$ cat config.mk
export PLATFORM = sky130hd
export DESIGN_NAME = instruction_fetch
export DESIGN_NICKNAME = d
export VERILOG_FILES = /design/src/rtl/instruction_fetch_pkg.sv /design/src/rtl/instruction_fetch_program_counter.sv /design/src/rtl/instruction_fetch.sv
export SDC_FILE = /design/constraint.sdc
export NUM_CORES = 1
export LEC_CHECK = 0
export ABC_AREA = 1
export CORE_MARGIN = 2
export CORE_UTILIZATION = 47
export CTS_CLUSTER_SIZE = 14
export DETAILED_ROUTE_END_ITERATION = 12
export PLACE_DENSITY = 0.91
export SLEW_MARGIN = 15
export SYNTH_ARGS = -nofsm -noshare
export SYNTH_HDL_FRONTEND = slang
export SYNTH_HIERARCHICAL = 1
export SYNTH_SLANG_ARGS = --single-unit
export TNS_END_PERCENT = 5
$ cat constraint.sdc
create_clock -name CLK -period 2.6 [get_ports CLK]
set_clock_uncertainty 0.15 [all_clocks]
set_input_delay 0.39 -clock CLK [delete_from_list [all_inputs] [get_ports CLK]]
set_output_delay 0.39 -clock CLK [all_outputs]
set_load 0.02 [all_outputs]
$ cat src/rtl/instruction_fetch_pkg.sv
// Shared definitions for the RV32I instruction-fetch stage: NOP encoding,
// instruction width, default reset vector and the fetch state encoding.
package instruction_fetch_pkg;

    localparam int          INSTR_WIDTH          = 32;
    localparam logic [31:0] NOP_INSTR            = 32'h0000_0013;
    localparam logic [31:0] DEFAULT_RESET_VECTOR = 32'h0000_0000;

    typedef enum logic [0:0] {
        RUN   = 1'b0,
        FAULT = 1'b1
    } fetch_state_e;

endpackage

$ cat src/rtl/instruction_fetch_program_counter.sv
// Program counter for the fetch stage: holds, advances by 4, or loads a
// word-aligned redirect target. Wraps modulo 2^32.
module program_counter
    import instruction_fetch_pkg::*;
#(
    parameter logic [31:0] RESET_VECTOR = DEFAULT_RESET_VECTOR
) (
    input  logic        clk,
    input  logic        rst,
    input  logic        load,
    input  logic        advance,
    input  logic [31:0] target,
    output logic [31:0] pc
);

    logic [31:0] pc_q;
    logic [31:0] pc_d;

    always_comb begin
        pc_d = pc_q;
        if (load) begin
            // Low two bits dropped so the PC can never leave word alignment.
            pc_d = target & 32'hFFFF_FFFC;
        end else if (advance) begin
            pc_d = pc_q + 32'd4;
        end
    end

    always_ff @(posedge clk or posedge rst) begin
        if (rst) begin
            pc_q <= RESET_VECTOR;
        end else begin
            pc_q <= pc_d;
        end
    end

    assign pc = pc_q;

endmodule

$ cat src/rtl/instruction_fetch.sv
// Fetch stage: PC, ROM addressing and the IF/ID register with stall/redirect.
// Optional FETCH_MISALIGN_CHECK_EN traps misaligned redirect targets.
module instruction_fetch
    import instruction_fetch_pkg::*;
#(
    parameter logic [31:0] RESET_VECTOR   = DEFAULT_RESET_VECTOR,
    parameter int          ROM_ADDR_WIDTH = 10
) (
    input  logic                      CLK,
    input  logic                      RESET,
    input  logic                      STALL,
    input  logic                      BRANCH_TAKEN,
    input  logic [31:0]               BRANCH_TARGET,
    output logic [ROM_ADDR_WIDTH-1:0] ROM_ADDRESS,
    input  logic [INSTR_WIDTH-1:0]    ROM_DATA,
    output logic [INSTR_WIDTH-1:0]    IFID_INSTRUCTION,
    output logic [31:0]               IFID_PC,
    output logic                      IFID_VALID,
    output logic                      FETCH_FAULT
);

    logic [31:0]            pc;
    logic                   pc_load;
    logic                   pc_advance;
    logic [INSTR_WIDTH-1:0] instr_q, instr_d;
    logic [31:0]            ifid_pc_q, ifid_pc_d;
    logic                   valid_q, valid_d;
    logic                   misaligned;
    fetch_state_e           state_q;

    program_counter #(
        .RESET_VECTOR(RESET_VECTOR)
    ) u_pc (
        .clk    (CLK),
        .rst    (RESET),
        .load   (pc_load),
        .advance(pc_advance),
        .target (BRANCH_TARGET),
        .pc     (pc)
    );

    assign ROM_ADDRESS = pc[ROM_ADDR_WIDTH+1:2];

`ifdef FETCH_MISALIGN_CHECK_EN
    fetch_state_e state_d;

    assign misaligned = BRANCH_TAKEN && (BRANCH_TARGET[1:0] != 2'b00);

    always_ff @(posedge CLK or posedge RESET) begin
        if (RESET) begin
            state_q <= RUN;
        end else begin
            state_q <= state_d;
        end
    end

    always_comb begin
        state_d = state_q;
        case (state_q)
            RUN:     if (misaligned) state_d = FAULT;
            FAULT:   state_d = FAULT;
            default: state_d = RUN;
        endcase
    end

    always_comb begin
        FETCH_FAULT = (state_q == FAULT);
    end
`else
    assign misaligned  = 1'b0;
    assign state_q     = RUN;
    assign FETCH_FAULT = 1'b0;
`endif

    always_comb begin
        instr_d    = instr_q;
        ifid_pc_d  = ifid_pc_q;
        valid_d    = valid_q;
        pc_load    = 1'b0;
        pc_advance = 1'b0;
        if (state_q == FAULT || BRANCH_TAKEN) begin
            instr_d   = NOP_INSTR;
            ifid_pc_d = 32'd0;
            valid_d   = 1'b0;
            // A misaligned redirect leaves the PC where it was.
            pc_load   = (state_q == RUN) && !misaligned;
        end else if (!STALL) begin
            instr_d    = ROM_DATA;
            ifid_pc_d  = pc;
            valid_d    = 1'b1;
            pc_advance = 1'b1;
        end
    end

    always_ff @(posedge CLK or posedge RESET) begin
        if (RESET) begin
            instr_q   <= NOP_INSTR;
            ifid_pc_q <= 32'd0;
            valid_q   <= 1'b0;
        end else begin
            instr_q   <= instr_d;
            ifid_pc_q <= ifid_pc_d;
            valid_q   <= valid_d;
        end
    end

    assign IFID_INSTRUCTION = instr_q;
    assign IFID_PC          = ifid_pc_q;
    assign IFID_VALID       = valid_q;

endmodule

==> results of run 1 <==
==> how the worst max path moves through the flow <==
stage                                  startpoint                               end  depth (start not counted)
after floorplan                             RESET  IFID_INSTRUCTION[10]$_DFFE_PP0P_                          1
after global placement               BRANCH_TAKEN           u_pc/pc[11]$_DFFE_PP0N_                          7
after detailed placement             BRANCH_TAKEN           u_pc/pc[23]$_DFFE_PP0N_                          7
after CTS                 u_pc/pc[11]$_DFFE_PP0N_                    ROM_ADDRESS[9]                          1
after global routing      u_pc/pc[11]$_DFFE_PP0N_                    ROM_ADDRESS[9]                          1
final                     u_pc/pc[11]$_DFFE_PP0N_                    ROM_ADDRESS[9]                          1
==> state kept, by name (all words and copies together), names as in the netlist <==
register          cells
IFID_INSTRUCTION     32
IFID_VALID            1
u_pc/pc              30
IFID_PC              32
==> metal layers <==
layer,vias to the layer above,track usage
met1,2175,0.307
li1,2184,-
met2,261,0.415
met5,-,0
met3,38,0.0388
met4,0,0.108
==> cell usage after synthesis <==
library cell,instances,area share
a21oi_1,3,0.0032
a22oi_1,21,0.033
and2_1,4,0.0053
buf_2,13,0.014
buf_4,9,0.014
clkbuf_1,8,0.0064
conb_1,2,0.0016
dfrtp_1,92,0.49
dfstp_2,3,0.017
ha_1,1,0.0026
inv_1,31,0.025
inv_2,1,0.00079
nand2_1,235,0.19
nand2_2,7,0.0093
nand2_4,1,0.0024
nand3_1,101,0.11
nor2_1,28,0.022
nor2_2,7,0.0093
nor2_4,9,0.021
o211ai_1,2,0.0032
o21ai_0,7,0.0074
o21ai_1,1,0.0011
o21bai_1,4,0.0064
or2_1,2,0.0026
xor2_1,6,0.011
==> power groups by stage <==
stage               logic (mW)  clock network (mW)  registers (mW)
global placement         0.685                   0            1.74
finish                   0.707                1.03            1.72
detailed placement       0.705                   0            1.75
global route             0.767                1.11            1.74
CTS                      0.709                1.04            1.72
floorplan                0.269                   0            1.81
==> through the flow <==
stage,hold slack (ns),worst slack (ns),util
floorplan,0.303,0.439,-
global placement,0.326,0.555,0.639
detailed placement,0.328,0.483,0.639
CTS,0.309,0.498,0.661
global route,0.336,0.484,0.661
finish,0.312,0.495,0.661
==> cells by family after synthesis <==
logic type,Yosys count,synth area share
compound gates,38,0.0546
xor+xnor,6,0.0111
buf+inv,62,0.0598
fa+ha+maj,1,0.00265
flops,95,0.504
simple gates,394,0.366
other cells,2,0.00159
==> worst reg2reg max path: stages (launching register included) <==
cell	delay, ns
dfrtp_1	0.46
ha_1	0.21
nand2_1	0.12
nor2_4	0.14
nand2_1	0.11
nor2_2	0.24
nand3_1	0.11
nand3_1	0.10
nand2_1	0.06
==> final cells by class <==
| cell class | instances | share of cell area |
|---|---|---|
| multi-input combinational | 442 | 0.321 |
| tap | 133 | 0.0258 |
| clock inverter | 4 | 0.0112 |
| clock buffer | 12 | 0.0209 |
| inverter | 32 | 0.0186 |
| sequential | 95 | 0.369 |
| timing repair buffer | 152 | 0.234 |
==> results.yml, run 1 <==
setup_path:
  crit_fanout: 7
  cpPeakStageDelay_ns: 0.68
  crit_slowest_cell: "clkdlybuf4s50_1"
  cp-end-kind: "primary output"
  critPathTopFamily: "buffers and inverters"
  path_buf_inv: 1
  worstReg2RegEnd: "u_pc/pc[24]$_DFFE_PP0N_"
  setup.worst_path.start_class: "flop"
  rr_startpoint: "u_pc/pc[2]$_DFFE_PP0N_"
  arrival_ns: 1.56
  path_cells: "clkdlybuf4s50_1"
  ff2ff_path_depth: 8
  worstPathRequired_ns: 2.06
  path_class: "reg -> out"
  r2r_slack_ns: 0.79
timing:
  tightestPinTransition_ns: 0.604
  hold_viol: 0
  slew_viol_final: 0
  rsz0062_at_grt: "no"
  min_period_over_period: 0.810
  setup_viol: 0
  slew_headroom: 0.597
  period_minus_slack_ns: 2.10
  max_freq_mhz: 475
  timing.setup.tns_ns: 0
detailed_routing:
  wl_met2_um: 6340
  m1WireLength_um: 5490
  vias: 4658
  drc: 0
  wl_met3_um: 833
  drt_iter0_drc: 516
  routed.top_layer: "met4"
  wire_per_inst_um: 15.0
  first_pass_iters: 6
  ant_nets: 0
  finalWirelength_um: 13000
  vias_per_cell: 5.35
clock_network:
  hold_buffers: 0
  cts_setup_buffers: 0
  ctsHtreeMaxLevel: 3
  clock_latency_ns: 0.36
  post_cts_resize_count: 0
  clock-sinks: 95
  cts_tree: "built"
  cts_made_buffers: 9
  root_buffer: "clkbuf_8"
  ctsLongestPathBuffers: 2
  clk_transition_reported_paths_ns: 0.09
final_layout:
  final_cell_area_um2: 6460
  nNetsFinal: 801
  seq_area_um2: 2380
  area_growth_syn_to_layout_pct: 36.7
  layout_commonest_cell: "nand2_1"
  fillerInstances: 783
  fin_cells: 870
  multi_input_area_um2: 2070
  mostFrequentLayoutCells: "nand2_1, clkdlybuf4s50_1, nand3_1"
  num_antenna_cells: 0
  drive_gt1_frac: 0.0746
logic_synthesis:
  synth_area_um2: 4720
  synth_seq_cells: 95
  synth_cells: 598
  synth_cell_type_count: 25
  synth.avg_cell_area_um2: 7.90
  yosys_warnings: 6
  yosysSeqAreaShare: 0.504
floorplanning:
  dieArea_um2: 10900
  die_w_um: 104
  ios: 144
  core_um2: 9770
  initial_core_util: 0.483
  die_y_um: 104
  fp-row-count: 36
run_status:
  outcome: "finished clean"
worst_hold_path:
  hold_class: "in -> async"
power_and_ir_drop:
  p_int_mw: 2.46
  peakVddDrop_mv: 0.230
  switching_share: 0.288
  p_total_mw: 3.45
  combPwrFrac: 0.205
  p_leak_nw: 3.05
  power_frac_seq: 0.498
  powerDensity_nw_per_um2: 535
  switchingPower_mw: 0.995
  pwr-share-clk: 0.297
global_route:
  grt_max_degree: 47
  grt.overflow.total: 0
  antenna_found_initial: 0
  grt_pass1_wl_um: 21700
  grt_pass1_vias: 4555
  grt_usage: 0.244
placed_design:
  place_inst: 854
  numPortBuffers: 140
  dpl-instance-area_um2: 6250
  finalWeightedCongestion: 0.940
  dp_hpwl_um: 9400
job:
  cap_violations: 0
No activity file was read; power rests on OpenSTA's default activity.
==> run 2: changes to the inputs <==
==> constraint.sdc (replaced) <==
create_clock -name CLK -period 1.95 [get_ports CLK]
set_clock_uncertainty 0.15 [all_clocks]
set_input_delay 0.2925 -clock CLK [delete_from_list [all_inputs] [get_ports CLK]]
set_output_delay 0.2925 -clock CLK [all_outputs]
set_load 0.02 [all_outputs]
==> run 2 against run 1 <==
Register-to-register slack got worse by 0.58 ns. Count of clock-buffer cells in the layout rose by 1. Combinational power rose by 33%. Setup slack got worse by 0.45 ns. Largest power group unchanged. Global-route usage fell by 0.66 points.
==> results.yml, run 2 (same netlist as run 1, synthesis figures left out) <==
run_status:
  outcome: "finished clean"
clock_network:
  clock-sinks: 95
  root_buffer: "clkbuf_8"
  cts_tree: "built"
  hold_buffers: 0
  clock_latency_ns: 0.36
  cts_setup_buffers: 0
  cts_made_buffers: 9
  ctsHtreeMaxLevel: 3
  ctsLongestPathBuffers: 2
  clk_transition_reported_paths_ns: 0.09
global_route:
  antenna_found_initial: 0
  grt_pass1_wl_um: 21100
  grt_usage: 0.237
  grt_pass1_vias: 4373
  grt_max_degree: 66
  grt.overflow.total: 0
final_layout:
  nNetsFinal: 802
  layout_commonest_cell: "nand2_1"
  area_growth_syn_to_layout_pct: 37.0
  num_antenna_cells: 0
  drive_gt1_frac: 0.0799
  mostFrequentLayoutCells: "nand2_1, clkdlybuf4s50_1, nand3_1"
setup_path:
  worstPathRequired_ns: 1.51
  worstReg2RegEnd: "u_pc/pc[24]$_DFFE_PP0N_"
  r2r_slack_ns: 0.21
  cpPeakStageDelay_ns: 0.63
  crit_slowest_cell: "clkdlybuf4s50_1"
  path_class: "reg -> out"
  ff2ff_path_depth: 8
  cp-end-kind: "primary output"
  critPathTopFamily: "buffers and inverters"
  crit_fanout: 6
  rr_startpoint: "u_pc/pc[2]$_DFFE_PP0N_"
  setup.worst_path.start_class: "flop"
  path_buf_inv: 1
  path_cells: "clkdlybuf4s50_1"
  arrival_ns: 1.46
timing:
  min_period_over_period: 0.975
  max_freq_mhz: 526
  timing.setup.tns_ns: 0
  setup_viol: 0
  period_minus_slack_ns: 1.90
  hold_viol: 0
  slew_viol_final: 0
  rsz0062_at_grt: "no"
  holdWs_ns: 0.262
floorplanning:
  initial_core_util: 0.483
  dieArea_um2: 10900
  core_um2: 9770
  fp-row-count: 36
  ios: 144
  die_y_um: 104
  die_w_um: 104
detailed_routing:
  drc: 0
  wire_per_inst_um: 14.5
  vias_per_cell: 5.17
  vias: 4506
  finalWirelength_um: 12600
  ant_nets: 0
  drt_iter0_drc: 370
  first_pass_iters: 5
placed_design:
  finalWeightedCongestion: 0.867
  dp_hpwl_um: 9250
  numPortBuffers: 140
job:
  cap_violations: 0
power_and_ir_drop:
  peakVddDrop_mv: 0.300
  p_total_mw: 4.42
  powerDensity_nw_per_um2: 682
  p_leak_nw: 3.07
worst_hold_path:
  hold_class: "in -> async"
run 2: area by class of cell:
class,instances,area (um2)
clock buffers,13,159
multi-input cells,442,2070
inverters,32,124
flip-flops and latches,95,2380
clock inverters,3,17.5
repair buffers,153,1560
fillers,797,3300
well taps,133,166
run 2: layer usage:
metal	vias up	track usage	wire length (um)
li1	2196	-	-
met1	2127	0.305	5440
met2	165	0.408	6230
met3	18	0.0357	731
met4	0	0.0820	195
met5	-	0	0
run 2: worst max-delay path by stage:
stage          slack (ns)  cells past startpoint                 endpoint               startpoint
2_1_floorplan        0.30                      8  u_pc/pc[24]$_DFFE_PP0N_   u_pc/pc[2]$_DFFE_PP0N_
5_1_grt             0.002                      1           ROM_ADDRESS[9]  u_pc/pc[11]$_DFFE_PP0N_
3_3_place_gp         0.08                      6   u_pc/pc[9]$_DFFE_PP0N_             BRANCH_TAKEN
4_1_cts              0.01                      1           ROM_ADDRESS[6]   u_pc/pc[8]$_DFFE_PP0N_
3_5_place_dp         0.04                      6  u_pc/pc[15]$_DFFE_PP0N_             BRANCH_TAKEN
6_report             0.05                      1           ROM_ADDRESS[8]  u_pc/pc[10]$_DFFE_PP0N_
run 2: power breakdown:
| group | total, mW | switching [mW] | internal (mW) |
|---|---|---|---|
| Combinational | 0.939 | 0.501 | 0.439 |
| Sequential | 2.29 | 0.171 | 2.12 |
| Clock | 1.19 | 0.655 | 0.531 |
run 2: per-stage QoR:
stage	std cells	utilization	area [um2]	worst slack (ns)
after detailed placement	855	0.644	6300	0.0364
final	871	0.662	6470	0.0479
after global placement	855	0.644	6300	0.0820
after global routing	871	0.662	6470	0.00176
after CTS	871	0.662	6470	0.0114
after floorplan	599	-	4730	0.300
run 2: what timing repair did:
item	in CTS	in global routing
gates resized for setup	7	2
endpoints found under the setup margin	7	2
endpoints found under the hold margin	0	0
gates cloned	0	0
==> run 3: changes to the inputs <==
--- a/config.mk
+++ b/config.mk
@@ -11,6 +11,7 @@
 export CTS_CLUSTER_SIZE = 14
 export DETAILED_ROUTE_END_ITERATION = 12
 export PLACE_DENSITY = 0.91
+export SKIP_LAST_GASP = 1
 export SLEW_MARGIN = 15
 export SYNTH_ARGS = -nofsm -noshare
 export SYNTH_HDL_FRONTEND = slang
==> constraint.sdc (replaced) <==
create_clock -name CLK -period 1.95 [get_ports CLK]
set_clock_uncertainty 0.15 [all_clocks]
set_input_delay 0.4875 -clock CLK [delete_from_list [all_inputs] [get_ports CLK]]
set_output_delay 0.4875 -clock CLK [all_outputs]
set_load 0.02 [all_outputs]
==> run 3 against run 2 <==
The run now ends with negative setup slack left. Final area rose by 1.2%. Sequential share of layout area fell by 0.47 points. Fmax fell by 8.6%. Die area did not move. Cell count rose by 1.5%. Utilization rose by 0.79 points. Clock power fell by 5%. Non-clock buffer count rose by 13. First-iteration DRC count fell by 21%. Combinational power rose by 6%.
==> results.yml, run 3 (same netlist as run 1, synthesis figures left out) <==
run_status:
  outcome: "finished, violations left"
  violations: "negative setup slack"
global_route:
  grt_usage: 0.244
  grt.overflow.total: 0
  grt_pass1_vias: 4566
  grt_max_degree: 66
  grt_pass1_wl_um: 21700
  antenna_found_initial: 0
setup_path:
  path_class: "reg -> out"
  worstPathRequired_ns: 1.31
  worstReg2RegEnd: "u_pc/pc[24]$_DFFE_PP0N_"
  setup.worst_path.start_class: "flop"
  path_buf_inv: 1
  r2r_slack_ns: 0.09
  critPathTopFamily: "buffers and inverters"
  cp-end-kind: "primary output"
  arrival_ns: 1.44
  rr_startpoint: "u_pc/pc[2]$_DFFE_PP0N_"
  path_cells: "clkdlybuf4s50_1"
  crit_fanout: 5
  cpPeakStageDelay_ns: 0.64
  crit_slowest_cell: "clkdlybuf4s50_1"
  ff2ff_path_depth: 9
placed_design:
  post-place-ws_ns: -0.184
  finalWeightedCongestion: 0.873
  place_inst: 868
  numPortBuffers: 140
  dp_hpwl_um: 9510
clock_network:
  ctsLongestPathBuffers: 2
  clock_latency_ns: 0.36
  root_buffer: "clkbuf_8"
  clk_transition_reported_paths_ns: 0.09
  cts_made_buffers: 9
  clock-sinks: 95
  cts_tree: "built"
  ctsHtreeMaxLevel: 3
worst_hold_path:
  worstHoldStart: "IFID_INSTRUCTION[4]$_DFFE_PP1P_"
  hold_class: "reg -> reg"
  whs_endpoint: "IFID_INSTRUCTION[4]$_DFFE_PP1P_"
  holdPathStages: 2
power_and_ir_drop:
  power_frac_seq: 0.516
  switchingPower_mw: 1.35
  p_leak_nw: 3.14
  peakVddDrop_mv: 0.363
  combPwrFrac: 0.227
  powerDensity_nw_per_um2: 672
  pwr-share-clk: 0.257
  p_int_mw: 3.05
  switching_share: 0.307
floorplanning:
  core_um2: 9770
  ios: 144
  fp-row-count: 36
  die_w_um: 104
  die_y_um: 104
  dieArea_um2: 10900
  initial_core_util: 0.483
final_layout:
  nNetsFinal: 815
  layout_commonest_cell: "nand2_1"
  num_antenna_cells: 0
  mostFrequentLayoutCells: "nand2_1, clkdlybuf4s50_1, nand3_1"
  area_growth_syn_to_layout_pct: 38.7
  fillerInstances: 799
  drive_gt1_frac: 0.0932
  fin_cells: 884
detailed_routing:
  finalWirelength_um: 13000
  drt_iter0_drc: 292
  vias: 4611
  vias_per_cell: 5.22
  drc: 0
  first_pass_iters: 5
  ant_nets: 0
  wire_per_inst_um: 14.7
timing:
  rsz0062_at_grt: "yes"
  period_minus_slack_ns: 2.08
  setup_viol: 53
  hold_viol: 0
  slew_viol_final: 0
  max_freq_mhz: 481
  fin_ws_ns: -0.130
  min_period_over_period: 1.07
job:
  cap_violations: 0
## run 3: changes by cell type in the layout (fill, tap and decap cells not counted), sizes merged
cell	before	now
buf	14	27
clkbuf	13	11
clkdlybuf4s50	132	133
clkinv	2	4
dlygate4sd2	5	3
dlymetal6s2s	2	3
## run 3: power by group through the flow
stage | registers (mW) | clock network (mW) | logic, mW
after floorplan | 2.42 | 0 | 0.360
after global placement | 2.30 | 0 | 0.968
after detailed placement | 2.31 | 0 | 0.999
after CTS | 2.27 | 1.16 | 1.00
after global routing | 2.29 | 1.25 | 1.08
final | 2.27 | 1.13 | 1.00
## run 3: metrics by stage
step / TNS (ns) / power (mW) / utilization / area (um2) / hold WS, ns
after CTS: -3.09 / 4.44 / 0.670 / 6550 / 0.349
after global placement: -3.22 / 3.26 / 0.653 / 6380 / 0.323
after detailed placement: -8.17 / 3.30 / 0.653 / 6380 / 0.336
after floorplan: 0 / 2.78 / - / 4730 / 0.336
after global routing: -4.27 / 4.62 / 0.670 / 6550 / 0.370
final: -1.07 / 4.40 / 0.670 / 6550 / 0.345
## run 3: layout make-up
class / instances / area, um2 / area share
tap: 133 / 166 / 0.0254
timing repair buffer: 166 / 1650 / 0.251
clock inverter: 5 / 35.0 / 0.00535
clock buffer: 11 / 131 / 0.0200
multi-input combinational: 442 / 2070 / 0.316
sequential: 95 / 2380 / 0.363
inverter: 32 / 124 / 0.0189
## run 3: worst max path at each step
stage,end,cells past startpoint,startpoint
2_1_floorplan,u_pc/pc[11]$_DFFE_PP0N_,7,BRANCH_TAKEN
3_3_place_gp,u_pc/pc[11]$_DFFE_PP0N_,7,BRANCH_TAKEN
3_5_place_dp,u_pc/pc[8]$_DFFE_PP0N_,6,BRANCH_TAKEN
4_1_cts,ROM_ADDRESS[0],1,u_pc/pc[2]$_DFFE_PP0N_
5_1_grt,ROM_ADDRESS[2],1,u_pc/pc[4]$_DFFE_PP0N_
6_report,ROM_ADDRESS[2],1,u_pc/pc[4]$_DFFE_PP0N_
## run 3: what timing repair did
action                     4_1_cts  5_1_grt
setup endpoints to repair       75       72
setup buffers                    0        0
gates resized for setup          3        3
hold buffers                     0        0
## run 3: layer usage
layer,global-route usage,part of all wire,vias to the layer above
li1,-,-,2212
met1,0.312,0.41,2125
met2,0.412,0.50,241
met3,0.0439,0.068,33
met4,0.0975,0.024,0
met5,0,0,-
